$ cat src/rtl/in_debounce_pkg.sv
// Shared definitions for the in_debounce input-conditioning block.
//   state_t     : debounce FSM states
//   cnt_width() : width of the persistence counter, clog2(hold) with a floor of 1
//   *_DEF       : default parameter values for the block
package in_debounce_pkg;

  typedef enum logic {
    STABLE  = 1'b0,
    PENDING = 1'b1
  } state_t;

  localparam int SYNC_STAGES_DEF = 2;
  localparam int HOLD_DEF        = 4;
  localparam int EVT_W_DEF       = 8;

  function automatic int cnt_width(input int hold);
    int w;
    w = $clog2(hold);
    return (w < 1) ? 1 : w;
  endfunction

endpackage

$ cat src/rtl/in_debounce_if.sv
// Signal bundle between the debouncer and its user.
//   IN      : raw asynchronous level            (master -> slave)
//   EN      : debounce enable                   (master -> slave)
//   CLR     : synchronous clear of EVT_CNT      (master -> slave)
//   OUT     : debounced, registered level       (slave -> master)
//   RISE    : one-cycle pulse on OUT 0->1       (slave -> master)
//   FALL    : one-cycle pulse on OUT 1->0       (slave -> master)
//   BUSY    : candidate level change pending    (slave -> master)
//   EVT_CNT : saturating count of RISE events   (slave -> master)
interface in_debounce_if #(
  parameter int EVT_W = 8
);
  logic             IN;
  logic             EN;
  logic             CLR;
  logic             OUT;
  logic             RISE;
  logic             FALL;
  logic             BUSY;
  logic [EVT_W-1:0] EVT_CNT;

  modport master (
    output IN, EN, CLR,
    input  OUT, RISE, FALL, BUSY, EVT_CNT
  );

  modport slave (
    input  IN, EN, CLR,
    output OUT, RISE, FALL, BUSY, EVT_CNT
  );
endinterface

$ cat src/rtl/in_debounce_sync_chain.sv
// Multi-flop synchroniser bringing an asynchronous level into the CLK domain.
//   CLK : clock
//   RST : synchronous active-low reset, clears every stage
//   D   : asynchronous input
//   Q   : synchronised output (last stage)
module sync_chain #(
  parameter int SYNC_STAGES = 2
) (
  input  logic CLK,
  input  logic RST,
  input  logic D,
  output logic Q
);

  logic [SYNC_STAGES-1:0] r_sync;

  always_ff @(posedge CLK) begin
    if (!RST) begin
      r_sync <= '0;
    end else begin
      r_sync <= {r_sync[SYNC_STAGES-2:0], D};
    end
  end

  assign Q = r_sync[SYNC_STAGES-1];

endmodule

$ cat src/rtl/in_debounce.sv
// Debounced input conditioner: synchronises IN, requires a new level to persist
// HOLD synchronised cycles before OUT follows, emits RISE/FALL pulses and
// counts rising events with saturation.
//   CLK : clock, all logic on posedge
//   RST : synchronous active-low reset
//   bus : in_debounce_if slave (IN, EN, CLR in; OUT, RISE, FALL, BUSY, EVT_CNT out)
module in_debounce
  import in_debounce_pkg::*;
#(
  parameter int SYNC_STAGES = SYNC_STAGES_DEF,
  parameter int HOLD        = HOLD_DEF,
  parameter int EVT_W       = EVT_W_DEF
) (
  input  logic        CLK,
  input  logic        RST,
  in_debounce_if.slave bus
);

  localparam int               CNT_W   = cnt_width(HOLD);
  localparam logic [CNT_W-1:0] CNT_END = CNT_W'(HOLD - 1);
  localparam logic [EVT_W-1:0] SAT_MAX = {EVT_W{1'b1}};

  logic             w_sin;
  state_t           r_state, w_state_nxt;
  logic [CNT_W-1:0] r_cnt,   w_cnt_nxt;
  logic             r_out,   w_out_nxt;
  logic             r_rise,  r_fall;
  logic [EVT_W-1:0] r_evt;
  logic             w_rise,  w_fall;

  sync_chain #(.SYNC_STAGES(SYNC_STAGES)) u_sync (
    .CLK (CLK),
    .RST (RST),
    .D   (bus.IN),
    .Q   (w_sin)
  );

  always_comb begin
    w_state_nxt = r_state;
    w_cnt_nxt   = r_cnt;
    w_out_nxt   = r_out;
    if (!bus.EN) begin
      // Disabled: drop any candidate so re-enabling starts a fresh count.
      w_state_nxt = STABLE;
      w_cnt_nxt   = '0;
    end else begin
      case (r_state)
        STABLE: begin
          if (w_sin == r_out) begin
            w_cnt_nxt = '0;
          end else if (HOLD == 1) begin
            w_out_nxt = ~r_out;
          end else begin
            w_state_nxt = PENDING;
            w_cnt_nxt   = CNT_W'(1);
          end
        end
        PENDING: begin
          if (w_sin == r_out) begin
            w_state_nxt = STABLE;
            w_cnt_nxt   = '0;
          end else if (r_cnt == CNT_END) begin
            w_out_nxt   = ~r_out;
            w_state_nxt = STABLE;
            w_cnt_nxt   = '0;
          end else begin
            w_cnt_nxt = r_cnt + 1'b1;
          end
        end
        default: begin
          w_state_nxt = STABLE;
          w_cnt_nxt   = '0;
        end
      endcase
    end
  end

  // Pulse events are taken from the OUT transition itself, so the event
  // counter increments on the same edge the RISE register loads.
  assign w_rise = w_out_nxt & ~r_out;
  assign w_fall = ~w_out_nxt & r_out;

  always_ff @(posedge CLK) begin
    if (!RST) begin
      r_state <= STABLE;
      r_cnt   <= '0;
      r_out   <= 1'b0;
      r_rise  <= 1'b0;
      r_fall  <= 1'b0;
      r_evt   <= '0;
    end else begin
      r_state <= w_state_nxt;
      r_cnt   <= w_cnt_nxt;
      r_out   <= w_out_nxt;
      r_rise  <= w_rise;
      r_fall  <= w_fall;
      if (bus.CLR && w_rise) begin
        r_evt <= EVT_W'(1);
      end else if (bus.CLR) begin
        r_evt <= '0;
      end else if (w_rise && (r_evt != SAT_MAX)) begin
        r_evt <= r_evt + 1'b1;
      end
    end
  end

  assign bus.OUT     = r_out;
  assign bus.RISE    = r_rise;
  assign bus.FALL    = r_fall;
  assign bus.BUSY    = (r_state == PENDING);
  assign bus.EVT_CNT = r_evt;

endmodule
$ cat src/flat_wrapper.sv
// flat-port wrapper written by rule: the top's interface ports become plain ports
module in_debounce_flat import in_debounce_pkg::*;
#(
  parameter int SYNC_STAGES = SYNC_STAGES_DEF,
  parameter int HOLD        = HOLD_DEF,
  parameter int EVT_W       = EVT_W_DEF
)
  (CLK, RST, bus_IN, bus_EN, bus_CLR, bus_OUT, bus_RISE, bus_FALL, bus_BUSY, bus_EVT_CNT);
  in_debounce_if #(.EVT_W(EVT_W)) bus_i ();
  input  logic CLK;
  input  logic RST;
  input wire logic [$bits(bus_i.IN)-1:0] bus_IN;
  input wire logic [$bits(bus_i.EN)-1:0] bus_EN;
  input wire logic [$bits(bus_i.CLR)-1:0] bus_CLR;
  output wire logic [$bits(bus_i.OUT)-1:0] bus_OUT;
  output wire logic [$bits(bus_i.RISE)-1:0] bus_RISE;
  output wire logic [$bits(bus_i.FALL)-1:0] bus_FALL;
  output wire logic [$bits(bus_i.BUSY)-1:0] bus_BUSY;
  output wire logic [$bits(bus_i.EVT_CNT)-1:0] bus_EVT_CNT;
  assign bus_i.IN = bus_IN;
  assign bus_i.EN = bus_EN;
  assign bus_i.CLR = bus_CLR;
  assign bus_OUT = bus_i.OUT;
  assign bus_RISE = bus_i.RISE;
  assign bus_FALL = bus_i.FALL;
  assign bus_BUSY = bus_i.BUSY;
  assign bus_EVT_CNT = bus_i.EVT_CNT;
  in_debounce #(.SYNC_STAGES(SYNC_STAGES), .HOLD(HOLD), .EVT_W(EVT_W)) u_core (.CLK(CLK), .RST(RST), .bus(bus_i));
endmodule
$ cat config.mk
export PLATFORM = sky130hd
export DESIGN_NAME = in_debounce_flat
export DESIGN_NICKNAME = d
export VERILOG_FILES = /design/src/rtl/in_debounce_pkg.sv /design/src/rtl/in_debounce_if.sv /design/src/rtl/in_debounce_sync_chain.sv /design/src/rtl/in_debounce.sv /design/src/flat_wrapper.sv
export SDC_FILE = /design/constraint.sdc
export NUM_CORES = 1
export LEC_CHECK = 0
export BUFFER_PORTS_ARGS = -buffer_cell sky130_fd_sc_hd__buf_2
export CAP_MARGIN = 20
export CORE_MARGIN = 1
export CORE_UTILIZATION = 30
export CTS_CLUSTER_DIAMETER = 150
export DETAILED_ROUTE_END_ITERATION = 8
export HOLD_SLACK_MARGIN = 0.15
export PLACE_DENSITY_LB_ADDON = 0.2
export SKIP_CTS_REPAIR_TIMING = 1
export SLEW_MARGIN = 10
export SYNTH_ARGS = -nofsm -noshare
export SYNTH_HDL_FRONTEND = slang
export SYNTH_SLANG_ARGS = --single-unit
$ cat constraint.sdc
create_clock -name CLK -period 1.8 [get_ports CLK]
set_input_delay 0.09 -clock CLK [delete_from_list [all_inputs] [get_ports CLK]]
set_output_delay 0.09 -clock CLK [all_outputs]
set_load 0.05 [all_outputs]
# Yosys cells after proc, flatten, opt, wreduce, memory -nomap -nowiden
# Index checks and enable logic that the tools add are counted.
[totals]
wordCells = 39
regBits = 16
in_bits = 5
out_inout_bits = 12
[classes]
add_sub_neg = 2
muxes = 15
n_bitwise = 6
eq_ne = 3
reduce_logical = 5
[ops]
columns = ["op", "count"]
rows = [
  ["$mux W1", 11],
  ["$add A8 B1 Y8 const B", 1],
  ["$ne A8 B8 Y1 const B", 1],
  ["$mux W2", 2],
  ["$not A1 Y1", 4],
  ["$pmux W2 S2", 1],
  ["$reduce_bool A3 Y1", 1],
  ["$reduce_or A3 Y1", 1],
  ["$add A2 B1 Y2 const B", 1],
  ["$and A1 B1 Y1", 2],
  ["$eq A2 B2 Y1 const B", 1],
  ["$logic_and A1 B1 Y1", 2],
  ["$pmux W1 S2", 1],
  ["$reduce_and A2 Y1", 1],
  ["$eq A1 B1 Y1", 1],
]

# Longest topological paths before layout
# Gate-level depths: netlist of run 1.
[depth]
ltp_word = 10
mapped_depth = 6

# By module
# Synthesis of run 1 repeated with hierarchy kept, for this count alone.
[hier_totals]
hier_cells = 78
area_unflattened_um2 = 763.2
[modules_own_cells]
columns = ["module", "area_per_inst_um2", "cells_per_inst", "instances", "seq_area_each_um2"]
rows = [
  ["in_debounce", 710.7, 74, 1, 280.3],
  ["sync_chain", 52.6, 4, 1, 40.0],
]

# Worst setup path after synthesis of run 1
# No wires, ideal clock.
[synth_timing]
path_type = "register -> register"
startpoint = "register u_core.r_evt[0] (netlist: u_core.bus.EVT_CNT[0])"
endpoint = "register u_core.r_evt[0] (netlist: u_core.bus.EVT_CNT[0])"
path_slack_ns = 0.000
required_ns = 1.743
path_stages_with_launch = 6
t_arrival_ns = 1.743
cell_sequence = "dfxtp_1 > ha_1 > nand3_1 > o211a_1 > nor3_1 > a21o_1"
[synth_between]
elab_chain_len = 4
word_cells_on_any_way = 7
classes_between = "add/sub: 1; eq/ne: 1; mux: 3; reduce/logical: 2"
[synth_rtl]
columns = ["item", "line", "text"]
rows = [
  ["from (decl)", "in_debounce.sv:28", "logic [EVT_W-1:0] r_evt;"],
  ["from (signal assigned)", "in_debounce.sv:102", "r_evt <= r_evt + 1'b1;"],
  ["$add A8 B1 Y8", "in_debounce.sv:102", ""],
  ["$mux W1", "in_debounce.sv:101", "end else if (w_rise && (r_evt != SAT_MAX)) begin"],
  ["$mux W1", "in_debounce.sv:99", "end else if (bus.CLR) begin"],
  ["$mux W1", "in_debounce.sv:97", "if (bus.CLR && w_rise) begin"],
]
# Parallel ways exist; a longest one is shown, timed or not. The select of a mux whose other input is x is not followed.
# A chain may end at the register's enable or synchronous reset.

# Worst setup path after layout of run 1
[layout_timing]
startpoint = "register u_core.r_cnt[0]"
endpoint = "register u_core.r_evt[6] (netlist: u_core.bus.EVT_CNT[6])"
[layout_between]
elab_chain_len = 8
word_cells_on_any_way = 9
classes_between = "eq/ne: 1; mux: 4; bitwise: 1; reduce/logical: 3"
[layout_rtl]
columns = ["item", "line", "text"]
rows = [
  ["from (decl)", "in_debounce.sv:25", "logic [CNT_W-1:0] r_cnt, w_cnt_nxt;"],
  ["from (signal assigned)", "in_debounce.sv:93", "r_cnt <= w_cnt_nxt;"],
  ["$eq A2 B2 Y1 (*)", "in_debounce.sv:62", "end else if (r_cnt == CNT_END) begin"],
  ["$mux W1 (*)", "in_debounce.sv:62", ""],
  ["$mux W1 (*)", "in_debounce.sv:59", "if (w_sin == r_out) begin"],
  ["$mux W1 (*)", "in_debounce.sv:47", "case (r_state)"],
  ["$mux W1 (*)", "in_debounce.sv:42", "if (!bus.EN) begin"],
  ["$and A1 B1 Y1 (*)", "in_debounce.sv:80", "assign w_rise = w_out_nxt & ~r_out;"],
  ["$logic_and A1 B1 Y1", "in_debounce.sv:97", ""],
  ["$reduce_or A3 Y1 (no line)", "n/a", ""],
]
# Mark *: on every way between the ends. The rest lies on a longest branch, timed or not.

==> flow_summary.yaml, run 1 <==
detailed_routing:
  remaining_drc_errors: 0
  drtPass1Iterations: 4
  drtIter0Drc: 11
  ant_nets: 0
  wl_per_cell_um: 11.4
  num_vias: 620
  via_per_inst: 4.96
  wirelength_mm: 1.42
global_routing:
  grt_usage_pct: 12.3
  grt-ovfl-total: 0
  antenna_found_initial: 0
  grt_pass1_wl_mm: 2.32
  grt_max_degree: 9
  grt_pass1_vias: 525
die:
  die_h_um: 51.5
  core_region_area_um2: 2250
  die_area_um2: 2650
  ios: 17
  die_x_um: 51.5
  start_util_pct: 32.6
  rows: 17
critical_path:
  start_kind: "flip-flop"
  reg2reg_slack_ps: 180
  cp_max_fo: 6
  worstPathRequired_ps: 2030
  end_kind: "flip-flop"
  criticalPathCategory: "flip-flop to flip-flop"
  crit-reg2reg-launch: "u_core.r_cnt[0]"
  cp.arrival_ps: 1850
  r2r_end: "u_core.bus.EVT_CNT[6]"
  reg2reg_depth: 5
synthesis:
  netlist_area_um2: 734
  async_reset_ff_share_pct: 0
  avgSynthCellArea_um2: 10.1
  ys_seq_elements: 16
  synth-edff-count: 0
  synth_area_leader_cell: "dfxtp_1"
  post_synth_num_cell_types: 30
  ys_warn_count: 0
  synthesis.nets: 80
  synthTopCellsByArea: "dfxtp_1 44%, mux2i_1 4.1%, o2111ai_4 3.6%, ha_1 3.4%, nand3_1 3.4%"
  postSynthCellCount: 73
  ys_seq_area_share_pct: 43.6
  synth_flop_cell: "dfxtp_1"
  yosys.area.top_type_share_pct: 43.6
  synthTopCellsByCount: "16 x dfxtp_1, 6 x nand2_1, 5 x nand3_1"
  yosysMostFrequentCell: "dfxtp_1"
worst_hold_path:
  holdPathEnd: "u_core.u_sync.r_sync[1]"
  min_from: "u_core.u_sync.r_sync[0]"
  hold_depth: 1
  holdCritPathClass: "flip-flop to flip-flop"
clocking:
  clk_pin_slew_worst_paths_ps: 100
  clock-sinks: 16
  htreeDepth: 1
  clk_latency_ps: 280
  clockBufferDepth: 2
  cts_tree: "yes"
  cts_root_buf: "clkbuf_4"
  cts-buffers-inserted: 3
timing:
  tns_ps: 0
  rsz0062_at_grt: "false"
  timing.fmax_mhz: 618
  maxSlewHeadroom_pct: 81.2
  maxSlewViolCount: 0
  setup_ws_ps: 183
  tightestPinTransition_ps: 280
  post-route-min-period_ps: 1620
  skew_ps: 6.79
  hold_viol_final: 0
  fin_crit_sh_pct: 89.8
  setup_viol_count_final: 0
placement:
  place_congestion: 0.728
  place_worst_setup_slack_ps: 215
  numPortBuffers: 16
  dpl.hpwl_mm: 1.07
final_layout:
  drive_gt1_share_pct: 25.8
  num_antenna_cells: 0
  nets: 106
  area_delta_synth_final_pct: 25.2
pwr:
  powerDensity_nw_per_um2: 621
  peakVddDrop_uv: 407
  total_power_uw: 571
  p_leak_nw: 0.418
run_status:
  status: "finished clean"
run:
  drv_cap: 0
[cell families (layout without fill, tap and decap cells)]
kind of cell | count (synthesis) | count (layout) | synth area share, %
XOR/XNOR | 2 | 2 | 2.39
multiplexers | 3 | 3 | 4.09
flip-flops | 16 | 16 | 43.6
AND/OR/NAND/NOR | 35 | 35 | 28.8
AO/OA/AOI/OAI | 13 | 13 | 15.7
adder cells (fa/ha/maj) | 2 | 2 | 3.41
buffers and inverters | 2 | 26 | 2.04
[where the power goes]
part           leakage (nW)  switching [mW]  internal, mW
clock network        0.0138           0.108        0.0775
logic                 0.274          0.0127        0.0147
registers             0.130         0.00201         0.356
[area by class of cell]
type	count	area (um2)
Multi-Input combinational cell	55	399
Inverter	1	3.75
Fill cell	255	1340
Sequential cell	16	322
Tap cell	28	35.0
Timing Repair Buffer	22	138
Clock buffer	3	22.5
[layout by cell type (no fill, tap or decap), types with 3 or more instances in the layout]
cell	netlist	routed
nor3_1	4	4
clkbuf_4	0	3
dlygate4sd3_1	0	5
nor2_1	4	4
dfxtp_1	16	15
nand2_1	6	6
nand3_1	5	5
and2_1	3	3
o211ai_1	3	3
buf_2	0	16
mux2i_1	3	3
nand2b_1	3	3
[routing by layer]
| layer | GRT usage, % | vias up | part of all wire, % |
|---|---|---|---|
| met5 | 0 | - | 0 |
| met4 | 5.41 | 0 | 0.98 |
| met3 | 3.57 | 2 | 3.6 |
| met2 | 16.2 | 12 | 41 |
| met1 | 17.9 | 283 | 54 |
| li1 | - | 323 | - |
[per-stage QoR]
step | std cells | hold slack [ps] | instance area (um2) | utilization [%]
global placement | 117 | 303 | 847 | 37.6
global route | 125 | 472 | 920 | 40.8
finish | 125 | 439 | 920 | 40.8
floorplan | 73 | 212 | 736 | -
CTS | 120 | 16.7 | 870 | 38.6
detailed placement | 117 | 307 | 847 | 37.6
[worst max-delay path by stage]
stage | from | cells after the start | slack, ps | to
after detailed placement | u_core.r_cnt[0] | 5 | 220 | u_core.bus.EVT_CNT[6]
after floorplan | u_core.bus.EVT_CNT[1] | 5 | 6 | u_core.bus.EVT_CNT[0]
final | u_core.r_cnt[0] | 5 | 180 | u_core.bus.EVT_CNT[6]
after global placement | u_core.r_cnt[0] | 5 | 220 | u_core.bus.EVT_CNT[6]
after global routing | u_core.r_cnt[0] | 5 | 80 | u_core.bus.EVT_CNT[6]
after CTS | u_core.r_cnt[0] | 5 | 190 | u_core.bus.EVT_CNT[6]
[critical path, stage by stage, from the launching register on]
cell and delay (ps):
dfxtp_1 350, ha_1 210, and3_1 340, o2111ai_4 190, or4_1 410, nand2_1 70
[registers in the layout, summed over array words and instances, names as in the netlist]
signal,flops
u_core.bus.BUSY,1
u_core.bus.RISE,1
u_core.bus.FALL,1
u_core.bus.OUT,1
u_core.bus.EVT_CNT,8
u_core.u_sync.r_sync,2
u_core.r_cnt,2
(Power assumes the default switching activity.)
==> run 2, diff against run 1 <==
Settings changed: PLACE_DENSITY from default to 0.51, PLACE_DENSITY_LB_ADDON 0.2 to default.
==> flow_summary.yaml, run 2 (same netlist as run 1, synthesis figures left out) <==
timing:
  setup_ws_ps: 226
  maxSlewHeadroom_pct: 80.2
  maxSlewViolCount: 0
  rsz0062_at_grt: "false"
  hold_viol_final: 0
  post-route-min-period_ps: 1570
  fin_crit_sh_pct: 87.4
  setup_viol_count_final: 0
  tightestPinTransition_ps: 295
  timing.fmax_mhz: 636
  tns_ps: 0
  skew_ps: 10.2
critical_path:
  reg2reg_depth: 5
  worstPathRequired_ps: 2050
  start_kind: "flip-flop"
  cp.arrival_ps: 1820
  criticalPathCategory: "flip-flop to flip-flop"
  cp_max_fo: 6
  end_kind: "flip-flop"
detailed_routing:
  drtPass1Iterations: 4
  via_per_inst: 4.98
  wl_per_cell_um: 11.7
  remaining_drc_errors: 0
  num_vias: 627
  wirelength_mm: 1.47
  drtIter0Drc: 22
  ant_nets: 0
worst_hold_path:
  hold_depth: 1
  holdCritPathClass: "flip-flop to flip-flop"
final_layout:
  nets: 106
  most-common-layout-cells: "16 x buf_2, 15 x dfxtp_1, 6 x nand2_1, 5 x nand3_1, 5 x dlygate4sd3_1"
  area_delta_synth_final_pct: 27.1
  num_antenna_cells: 0
  final_common_cell: "buf_2"
  drive_gt1_share_pct: 26.5
  largest_reg_flops: 8
die:
  die_h_um: 51.5
  ios: 17
  rows: 17
  die_area_um2: 2650
  start_util_pct: 32.6
  core_region_area_um2: 2250
  die_x_um: 51.5
clocking:
  clockBufferDepth: 2
  htreeDepth: 1
  clk_pin_slew_worst_paths_ps: 110
  cts_tree: "yes"
  cts_root_buf: "clkbuf_4"
  cts-buffers-inserted: 3
  clk_latency_ps: 290
  clock-sinks: 16
pwr:
  pwr-share-clk_pct: 38.8
  seq_power_share_pct: 56.8
  peakVddDrop_uv: 422
  internal_power_uw: 494
  swShare_pct: 21.7
  pwr-share-comb_pct: 4.4
  switching_power_uw: 137
  powerDensity_nw_per_um2: 677
  p_leak_nw: 0.425
placement:
  numPortBuffers: 16
  place_worst_setup_slack_ps: 240
  place_congestion: 0.795
  dpl.hpwl_mm: 1.06
global_routing:
  grt-ovfl-total: 0
  grt_pass1_vias: 526
  grt_usage_pct: 12.5
  grt_max_degree: 10
  antenna_found_initial: 0
  grt_pass1_wl_mm: 2.37
run:
  drv_cap: 0
run_status:
  status: "finished clean"
[run 2: cell types whose count changed in the layout (fill, tap and decap cells not counted), sizes merged]
cell and change:
clkbuf +1
[run 2: cell type report]
class / instances / area [um2]
Timing Repair Buffer: 22 / 138
Fill cell: 259 / 1320
Inverter: 1 / 3.75
Sequential cell: 16 / 322
Tap cell: 28 / 35.0
Clock buffer: 4 / 36.3
Multi-Input combinational cell: 55 / 399
[run 2: final timing paths]
check | slack [ps] | startpoint | to
worst max-delay path | 230 | u_core.r_cnt[0] | u_core.bus.EVT_CNT[6]
worst min-delay path | 440 | u_core.u_sync.r_sync[0] | u_core.u_sync.r_sync[1]
worst max register to register | 230 | u_core.r_cnt[0] | u_core.bus.EVT_CNT[6]
worst min register to register | 440 | u_core.u_sync.r_sync[0] | u_core.u_sync.r_sync[1]
[run 2: through the flow]
step	utilization [%]	area (um2)	std cells	hold WS, ps	power [mW]
3_5_place_dp	37.6	847	117	300	0.386
6_report	41.4	933	126	441	0.632
3_3_place_gp	37.6	847	117	299	0.386
5_1_grt	41.4	933	126	455	0.660
4_1_cts	39.2	883	121	-2.07	0.629
2_1_floorplan	-	736	73	212	0.377
[run 2: critical path: stages, from the launching register on]
cell and delay [ps]:
dfxtp_1 340, ha_1 210, and3_1 330, o2111ai_4 170
or4_1 410, nand2_1 70
[run 2: power groups by stage]
stage	registers [mW]	clock network, mW	logic, mW
CTS	0.359	0.251	0.0195
global placement	0.367	0	0.0198
floorplan	0.368	0	0.00896
detailed placement	0.367	0	0.0194
global route	0.359	0.270	0.0303
finish	0.359	0.245	0.0278
[run 2: routing by layer]
layer / global-route usage, % / vias to the layer above / share of wire [%]
li1: - / 319 / -
met3: 3.27 / 2 / 5.6
met1: 17.6 / 290 / 48
met4: 6.76 / 0 / 0.82
met5: 0 / - / 0
met2: 16.9 / 16 / 46
